File: src/rtl/serial_adder.sv
// Bit-serial adder: operands are captured on start, summed LSB-first one bit
// per clock through a NAND-built full-adder slice, and the result is published on done.

module ha_nand (
    input  logic x,
    input  logic y,
    output logic s,
    output logic c
);
    logic n_xy;
    logic n_x;
    logic n_y;

    // Classic four-NAND XOR; the shared first gate also yields the carry.
    assign n_xy = ~(x & y);
    assign n_x  = ~(x & n_xy);
    assign n_y  = ~(y & n_xy);
    assign s    = ~(n_x & n_y);
    assign c    = ~n_xy;
endmodule

module serial_adder #(
    parameter int WIDTH = 8
) (
    input  logic             clk,
    input  logic             rst_n,
    input  logic             start,
    input  logic [WIDTH-1:0] a,
    input  logic [WIDTH-1:0] b,
    input  logic             cin,
    output logic             busy,
    output logic             done,
    output logic [WIDTH-1:0] s,
    output logic             cout
);
    localparam int CW = (WIDTH > 1) ? $clog2(WIDTH) : 1;
    localparam logic [CW-1:0] LAST_BIT = CW'(WIDTH - 1);

    typedef enum logic [1:0] {
        IDLE = 2'd0,
        ADD  = 2'd1,
        DONE = 2'd2
    } state_t;

    state_t           state_q,  state_d;
    logic [WIDTH-1:0] sra_q,    sra_d;
    logic [WIDTH-1:0] srb_q,    srb_d;
    logic [WIDTH-2:0] sum_q,    sum_d;
    logic             carry_q,  carry_d;
    logic [CW-1:0]    cnt_q,    cnt_d;
    logic [WIDTH-1:0] s_q,      s_d;
    logic             cout_q,   cout_d;
    logic             busy_q,   busy_d;
    logic             done_q,   done_d;

    // Full-adder slice on the current LSBs and the running carry.
    logic ha0_s;
    logic ha0_c;
    logic sum_bit;
    logic ha1_c;
    logic carry_new;

    ha_nand u_ha0 (
        .x (sra_q[0]),
        .y (srb_q[0]),
        .s (ha0_s),
        .c (ha0_c)
    );

    ha_nand u_ha1 (
        .x (ha0_s),
        .y (carry_q),
        .s (sum_bit),
        .c (ha1_c)
    );

    assign carry_new = ha0_c | ha1_c;

    // The sum register keeps only the WIDTH-1 bits already produced; the
    // final bit comes straight from the slice on the completing edge.
    logic [WIDTH-1:0] sum_cat;
    assign sum_cat = {sum_bit, sum_q};

    always_comb begin
        state_d = state_q;
        sra_d   = sra_q;
        srb_d   = srb_q;
        sum_d   = sum_q;
        carry_d = carry_q;
        cnt_d   = cnt_q;
        s_d     = s_q;
        cout_d  = cout_q;
        busy_d  = busy_q;
        done_d  = done_q;

        unique case (state_q)
            IDLE: begin
                if (start) begin
                    state_d = ADD;
                    sra_d   = a;
                    srb_d   = b;
                    sum_d   = '0;
                    carry_d = cin;
                    cnt_d   = '0;
                    busy_d  = 1'b1;
                    done_d  = 1'b0;
                end
            end
            ADD: begin
                sra_d   = {1'b0, sra_q[WIDTH-1:1]};
                srb_d   = {1'b0, srb_q[WIDTH-1:1]};
                sum_d   = sum_cat[WIDTH-1:1];
                carry_d = carry_new;
                cnt_d   = cnt_q + 1'b1;
                if (cnt_q == LAST_BIT) begin
                    state_d = DONE;
                    s_d     = sum_cat;
                    cout_d  = carry_new;
                    busy_d  = 1'b0;
                    done_d  = 1'b1;
                end
            end
            DONE: begin
                state_d = IDLE;
                busy_d  = 1'b0;
                done_d  = 1'b0;
            end
            default: begin
                state_d = IDLE;
                busy_d  = 1'b0;
                done_d  = 1'b0;
            end
        endcase
    end

    always_ff @(posedge clk or negedge rst_n) begin
        if (!rst_n) begin
            state_q <= IDLE;
            sra_q   <= '0;
            srb_q   <= '0;
            sum_q   <= '0;
            carry_q <= 1'b0;
            cnt_q   <= '0;
            s_q     <= '0;
            cout_q  <= 1'b0;
            busy_q  <= 1'b0;
            done_q  <= 1'b0;
        end else begin
            state_q <= state_d;
            sra_q   <= sra_d;
            srb_q   <= srb_d;
            sum_q   <= sum_d;
            carry_q <= carry_d;
            cnt_q   <= cnt_d;
            s_q     <= s_d;
            cout_q  <= cout_d;
            busy_q  <= busy_d;
            done_q  <= done_d;
        end
    end

    assign busy = busy_q;
    assign done = done_q;
    assign s    = s_q;
    assign cout = cout_q;
endmodule

File: config.mk
export PLATFORM = sky130hd
export DESIGN_NAME = serial_adder
export DESIGN_NICKNAME = d
export VERILOG_FILES = /design/src/rtl/serial_adder.sv
export SDC_FILE = /design/constraint.sdc
export NUM_CORES = 1
export LEC_CHECK = 0
export ABC_AREA = 1
export ABC_CLOCK_PERIOD_IN_PS = 1500
export CAP_MARGIN = 10
export CORE_ASPECT_RATIO = 1.2
export CORE_MARGIN = 3
export CORE_UTILIZATION = 50
export DETAILED_ROUTE_END_ITERATION = 10
export GPL_ROUTABILITY_DRIVEN = 0
export PLACE_DENSITY_LB_ADDON = 0.3
export RECOVER_POWER = 100
export SLEW_MARGIN = 15
export SYNTH_ARGS = -nofsm -noshare
export SYNTH_HDL_FRONTEND = slang
export SYNTH_SLANG_ARGS = --single-unit
File: constraint.sdc
create_clock -name clk -period 1.5 [get_ports clk]
set_input_delay 0.375 -clock clk [delete_from_list [all_inputs] [get_ports clk]]
set_output_delay 0.375 -clock clk [all_outputs]
set_load 0.02 [all_outputs]
=== Word-level counts from Yosys, hierarchy flattened ===
Cells that the tools add are included.

* RAM bits: 0
* Bits in latches: 0
* Input port bits: 20
* Memory bits (read-only): 0
* Memories kept: 0
* Flip-flop bits (word level): 40
* Word-level logic and storage cells: 56

* Eq/ne operators: 4
* Order comparisons: 0
* Bitwise gates (word level): 17
* Reductions and logical operators: 5
* Multipliers: 0
* Shift-type cells: 0
* Div/mod/pow operators: 0
* $add $sub $neg: 1
* Muxes and demuxes: 19

{| class="wikitable"
|+ Operators by type and width
! kind !! number
|-
| 8-bit case mux with 2 select lines || 2
|-
| 8-bit two-way mux || 2
|-
| 7-bit case mux with 2 select lines || 1
|-
| 1-bit bitwise AND || 8
|-
| 1-bit inverter || 8
|-
| 7-bit two-way mux || 1
|-
| 1-bit case mux with 2 select lines || 3
|-
| 3-bit case mux with 2 select lines || 1
|-
| 2-bit AND reduction || 3
|-
| 1-bit two-way mux || 5
|-
| 2-bit two-way mux || 2
|-
| 2-bit inequality test, second input constant || 2
|-
| 2-bit case mux with 2 select lines || 1
|-
| 3-bit by 1-bit adder with 3-bit output, second input constant || 1
|-
| 3-bit equality test, second input constant || 1
|-
| 3-bit two-way mux || 1
|-
| 2-bit by 1-bit equality test with 1-bit output, second input constant || 1
|-
| 2-bit logical NOT || 1
|-
| 2-bit nonzero test || 1
|-
| 1-bit OR || 1
|}

=== Logic depth before layout (Yosys ltp) ===
Gate-level depths: netlist (run 1).

* Depth after elaboration: 13
* Gate-level depth with buffers: 7

=== Cells and area by module ===
A second synthesis (run 1) with hierarchy kept.

* Cells, all modules: 217
* Area, all modules: 1864.3 sq um

{| class="wikitable"
|+ Modules (own cells, without submodules)
! module !! area an instance (sq um) !! cells each !! instances !! seq. area each (sq um)
|-
| serial_adder || 1839.3 || 215 || 1 || 950.9
|-
| ha_nand || 12.5 || 1 || 2 || 0.0
|}

=== Worst setup path after synthesis (run 1) ===
No wires, ideal clock.

* Kind: register to register
* From: register state_q[0]
* To: register s_q[6] (netlist: s[6])
* Setup time: 0.118 ns
* Arrival: 1.169 ns
* Cell stages (with the launch flop): 8
* Period minus slack after synthesis: 1.287 ns
* Slack: 0.213 ns
* Path through: dfrtp_1 > buf_4 > inv_2 > nor2_4 > nand2_2 > buf_6 > nand2_1 > o21ai_2

* Longest elaborated chain between the ends: 2

{| class="wikitable"
|+ RTL lines
! what !! line !! RTL
|-
| start: declaration || 45 || <nowiki>state_t state_q, state_d;</nowiki>
|-
| start signal: assignment || 149 || <nowiki>state_q <= state_d;</nowiki>
|-
| 2-bit by 1-bit equality test with 1-bit output || 96 || <nowiki>unique case (state_q)</nowiki>
|-
| 2-bit AND reduction (no source line) || -- ||
|-
| end signal: assignment || 144 || <nowiki>s_q <= '0;</nowiki>
|-
| end signal: assignment || 155 || <nowiki>s_q <= s_d;</nowiki>
|-
| end: declaration || 51 || <nowiki>logic [WIDTH-1:0] s_q, s_d;</nowiki>
|}

Every way passes these cells.
A chain may end at the register's enable or synchronous reset.

==> results of run 1 <==
flip-flops by register name, indices dropped and copies added, names as in the netlist:
signal	count
s	8
srb_q	8
sra_q	8
carry_q	1
sum_q	7
cnt_q	3
state_q	2
cout	1
synth_stat cells (all sizes together):
| cell | n | area, sq um |
|---|---|---|
| o22ai | 1 | 6.26 |
| nand3 | 31 | 155 |
| buf | 8 | 73.8 |
| clkbuf | 1 | 3.75 |
| ha | 2 | 25.0 |
| a21oi | 1 | 8.76 |
| inv | 40 | 158 |
| nand2 | 73 | 317 |
| fa | 1 | 20.0 |
| dfrtp | 38 | 951 |
| o21ai | 17 | 134 |
| nor2 | 4 | 22.5 |
metal layers:
layer | vias to the layer above | global-route usage | wire (microns)
met1 | 653 | 0.229 | 1500
met4 | 0 | 0.0873 | 83
met3 | 7 | 0.0566 | 156
met2 | 31 | 0.288 | 1660
met5 | - | 0 | 0
li1 | 747 | - | -
layout by cell type (no fill, tap or decap):
| cell | Yosys | routed |
|---|---|---|
| dlygate4sd2_1 | 0 | 11 |
| ha_1 | 2 | 2 |
| nand2_1 | 69 | 70 |
| inv_2 | 1 | 1 |
| buf_12 | 0 | 2 |
| a21oi_2 | 1 | 1 |
| clkdlybuf4s50_1 | 0 | 19 |
| clkinvlp_4 | 0 | 1 |
| inv_4 | 1 | 2 |
| clkbuf_4 | 0 | 2 |
| clkinv_2 | 0 | 1 |
| o21ai_0 | 4 | 11 |
| nand2_2 | 1 | 1 |
| o21ai_2 | 13 | 6 |
| clkbuf_2 | 0 | 3 |
| clkbuf_8 | 0 | 6 |
| nor2_1 | 3 | 3 |
| buf_4 | 2 | 7 |
| dfrtp_1 | 38 | 38 |
| nand3_1 | 31 | 31 |
| nor2_4 | 1 | 1 |
| nand2_8 | 2 | 2 |
| inv_1 | 37 | 37 |
| o22ai_1 | 1 | 1 |
| fa_1 | 1 | 1 |
stage by stage:
step	utilization	setup slack, ns	power, mW	hold WS (ns)
2_1_floorplan	-	0.213	3.38	0.0794
3_3_place_gp	0.661	0.0468	4.04	0.458
3_5_place_dp	0.661	0.0332	4.11	0.466
4_1_cts	0.685	0.109	4.76	0.456
5_1_grt	0.668	0.0497	5.04	0.500
6_report	0.668	0.126	4.60	0.477
tightest hold or removal path: stages (launching register included):
cell	delay (ns)
dfrtp_1	0.34
nand2_1	0.06
nand2_1	0.06
worst max-delay path by stage:
stage               startpoint        to  slack [ns]
finish              state_q[0]      busy        0.13
global route        state_q[1]  srb_q[4]        0.05
CTS                 state_q[0]      busy        0.11
floorplan           state_q[0]      s[6]        0.21
detailed placement       start  srb_q[6]        0.03
global placement         start  sra_q[4]        0.05
cell families (layout without fill, tap and decap cells):
family                     after synthesis  count (layout)  synth area share
buffers and inverters                   49              92             0.125
DFF                                     38              38             0.507
AOI/OAI and AO/OA                       19              19            0.0794
adders and majority gates                3               3            0.0240
and+or+nand+nor                        108             108             0.264
power groups by stage:
stage | sequential, mW | combinational (mW) | clock, mW
finish | 1.75 | 2.13 | 0.725
global route | 1.81 | 2.43 | 0.796
CTS | 1.75 | 2.26 | 0.749
detailed placement | 1.77 | 2.34 | 0
global placement | 1.75 | 2.29 | 0
floorplan | 1.89 | 1.49 | 0
cell type report:
class | count | area, sq um | share of cell area
flip-flops and latches | 38 | 951 | 0.409
multi-input cells | 130 | 654 | 0.281
repair buffers | 44 | 409 | 0.176
inverters | 40 | 155 | 0.0667
clock buffers | 6 | 82.6 | 0.0355
well taps | 50 | 62.6 | 0.0269
clock inverters | 2 | 12.5 | 0.00538
==> qor.csv, run 1 <==
metric,value,unit
status,"finished, final reports clean",
grt_max_degree,39,
clock_sinks,38,
final_area,0.00233,sq mm
post-dp-hpwl,2.41,mm
cts_root_buf,clkbuf_8,
first_pass_iters,4,
clkLatencyLatePin,0.29,ns
syn_area,0.00187,sq mm
clock_path_buffers,2,
cts_hold_buffers,0,
slowest_delay,0.39,ns
core,0.00348,sq mm
crit_chain,dlygate4sd2_1,
p_per_area,1980,mW/mm^2
grt_pass1_wl,6.00,mm
start_kind,flip-flop,
cts_tree,built,
syn_to_final_growth,24.2,%
max_slew_margin,0.389,
holdPathStages,2,
fin_setup_tns,0,ns
antenna_found_initial,0,
end_kind,primary output,
drive_gt1_frac,0.138,
regToRegStartpoint,state_q[1],
avgSynthCellArea,8.64,sq um
track_usage,0.185,
critical_path_class,flip-flop to primary output,
viasPerCell,4.64,
slew_violations,0,
stdcell_count,310,
hold_path_startpoint,s[7],
path_clk_slew,0.07,ns
crit_buf_inv,1,
cp_data_arrival_time,1.00,ns
cts_resized,11,
ys_seq_area_frac,0.507,
post_cts_buffers,0,
clkPwrFrac,0.158,
wl_per_cell,11.0,microns
finalNetCount,282,
peakVddDrop,1.18,mV
hp-class,flip-flop to flip-flop,
placed_area,0.00230,sq mm
p_sw_frac,0.401,
first_global_vias,1406,
intPower,2.76,mW
port_buffers,30,
slowest_stage,dfrtp_1,
seq_power_share,0.380,
required,1.12,ns
rsz0062_at_grt,false,
die-area,0.00452,sq mm
setup_viol,0,
synth_fp_nets,240,
die_x,61.9,microns
crit_path_max_fanout,2,
place_inst,302,
diodes,0,
yosys_warnings,0,
hold_path_end,s[7],
pwr-share-comb,0.462,
cts.htree.levels,2,
p_sw,1.84,mW
worstReg2RegEnd,cnt_q[1],
r2r_setup_slack,0.14,ns
skew,0.00735,ns
routed_wl,3.40,mm
start_util,0.538,
vias,1438,
critPathTopFamily,flip-flops,
ys_types,23,
rows,23,
die_y,73.1,microns
drc,0,
p_leak,1.25,nW
syn-instance-count,217,
fillers,317,
ys_ff_latch,38,
ant_nets,0,
cts_made_buffers,5,
reg2reg_depth,7,
clock.fmax,728,MHz
drt_iter0_markers,79,
fin_crit_sh,0.916,
finalHoldViolCount,0,
period_minus_slack,1.37,ns
ios,31,
cp.depth,1,
grt_overflow,0,
tightest_slew,0.916,ns
maxCapViolations,0,
Power figures use the tool's default switching activity.
==> run 2, diff against run 1 <==
ABC_CLOCK_PERIOD_IN_PS = not set   (was 1500)
CORE_UTILIZATION = 47   (was 50)
PLACE_DENSITY_LB_ADDON = 0.1   (was 0.3)
clock period = 1.19 ns   (was 1.5 ns; I/O delays follow)
==> qor.csv, run 2 (synthesized netlist as in run 1, its figures left out) <==
metric,value,unit,change
status,"finished, final reports clean",,
syn_to_final_growth,41.0,%,
clkLatencyLatePin,0.29,ns,about the same
setup_viol,0,,unchanged
rows,24,,+4.3%
vias,1541,,+7.2%
clock_sinks,38,,unchanged
die_x,63.6,microns,+2.8%
grt_pass1_wl,6.62,mm,+10%
peakVddDrop,1.35,mV,+15%
diodes,0,,unchanged
post-dp-hpwl,2.53,mm,+5.0%
fin_util,0.710,,+0.0413
fin_crit_sh,0.997,,
ios,31,,unchanged
finalNetCount,294,,+4.3%
place_inst,307,,+1.7%
start_util,0.503,,-0.0349
cts.htree.levels,2,,unchanged
core,0.00372,sq mm,+6.9%
cts_root_buf,clkbuf_8,,
critical_path_class,flip-flop to flip-flop,,
fin_setup_tns,0,ns,unchanged
drc,0,,unchanged
p_per_area,2630,mW/mm^2,+33%
ant_nets,0,,unchanged
wl_per_cell,13.2,microns,+21%
post-place-ws,-0.203,ns,-0.236 ns
tightest_slew,0.524,ns,-0.392 ns
drt_iter0_markers,77,,-2.5%
final_common_cell,nand2_1,,
port_buffers,30,,unchanged
end_kind,flip-flop,,
layout_common_cells,"nand2_1 (60), dfrtp_1 (36), inv_1 (35)",,
die_y,75.2,microns,+2.9%
drive_gt1_frac,0.357,,+0.218
grt_overflow,0,,unchanged
worst_slack,0.00392,ns,-0.122 ns
stdcell_count,324,,+4.5%
fillers,318,,+0.32%
grt_max_degree,39,,unchanged
die-area,0.00478,sq mm,+5.8%
clock_path_buffers,2,,unchanged
crit_path_max_fanout,2,,unchanged
skew,0.00597,ns,-0.00139 ns
clock.fmax,843,MHz,
maxCapViolations,0,,unchanged
hp-class,flip-flop to flip-flop,,
first_pass_iters,4,,unchanged
start_kind,flip-flop,,
cts_tree,built,,
first_global_vias,1494,,+6.3%
path_clk_slew,0.07,ns,about the same
period_minus_slack,1.19,ns,
max_slew_margin,0.651,,+0.261
rsz0062_at_grt,true,,
slew_violations,0,,unchanged
required,1.40,ns,+0.28 ns
finalHoldViolCount,0,,unchanged
antenna_found_initial,0,,unchanged
viasPerCell,4.76,,+2.5%
routed_wl,4.29,mm,+26%
cp_data_arrival_time,1.40,ns,+0.40 ns
track_usage,0.179,,-0.00511
p_leak,1.37,nW,+9.3%
cts_made_buffers,5,,unchanged
[run 2: changes by cell type in the layout (fill, tap and decap cells not counted), sizes merged]
cell           delta
buf              +22
dlygate4sd2      -11
nand2             +4
clkbuf            -2
clkdlybuf4s50     -1
clkinv            +1
clkinvlp          -1
dlygate4sd3       +1
inv               -1
[run 2: worst paths after layout]
check,start,end,slack (ns),cells after the start
worst max register to register,carry_q,sum_q[6],0.004,3
worst min-delay path,s[7],s[7],0.47,2
max in group asynchronous,rst_n,state_q[1],0.26,2
min in group asynchronous,rst_n,s[2],0.54,2
worst min register to register,s[7],s[7],0.47,2
worst max-delay path,carry_q,sum_q[6],0.004,3
[run 2: report_power, final]
part | switching, mW | total, mW | internal (mW)
registers | 0.326 | 2.23 | 1.90
logic | 2.14 | 3.82 | 1.69
clock network | 0.432 | 0.905 | 0.472
[run 2: cell type report]
class	instances	area (sq um)	area share
Sequential cell	38	953	0.361
Timing Repair Buffer	51	479	0.181
Clock buffer	8	90.1	0.0341
Inverter	40	178	0.0672
Tap cell	52	65.1	0.0246
Timing Repair inverter	1	8.76	0.00331
Multi-Input combinational cell	134	868	0.329
[run 2: metrics by stage]
stage / total power [mW] / hold WS [ns] / area (sq um)
floorplan: 4.29 / 0.00191 / 1890
global placement: 5.28 / 0.459 / 2350
detailed placement: 5.37 / 0.465 / 2350
CTS: 6.29 / 0.388 / 2440
global route: 7.52 / 0.509 / 2640
finish: 6.95 / 0.474 / 2640
[run 2: repair_timing]
action	in CTS	in global routing
pin swaps	4	13
endpoints found under the hold margin	0	0
setup buffers	1	3
gates cloned	1	4
resized for setup	54	38
endpoints found under the setup margin	44	33
hold buffers	0	0
[run 2: worst max-delay path: stages (launching register included)]
cell	delay, ns
dfrtp_1	0.41
fa_2	0.59
nand2_1	0.05
o21ai_1	0.07
[run 2: metal layers]
metal,up-vias,track usage,wire (microns)
li1,774,-,-
met1,726,0.221,1850
met2,36,0.299,2200
met3,5,0.0552,199
met4,0,0.0671,43
met5,-,0,0
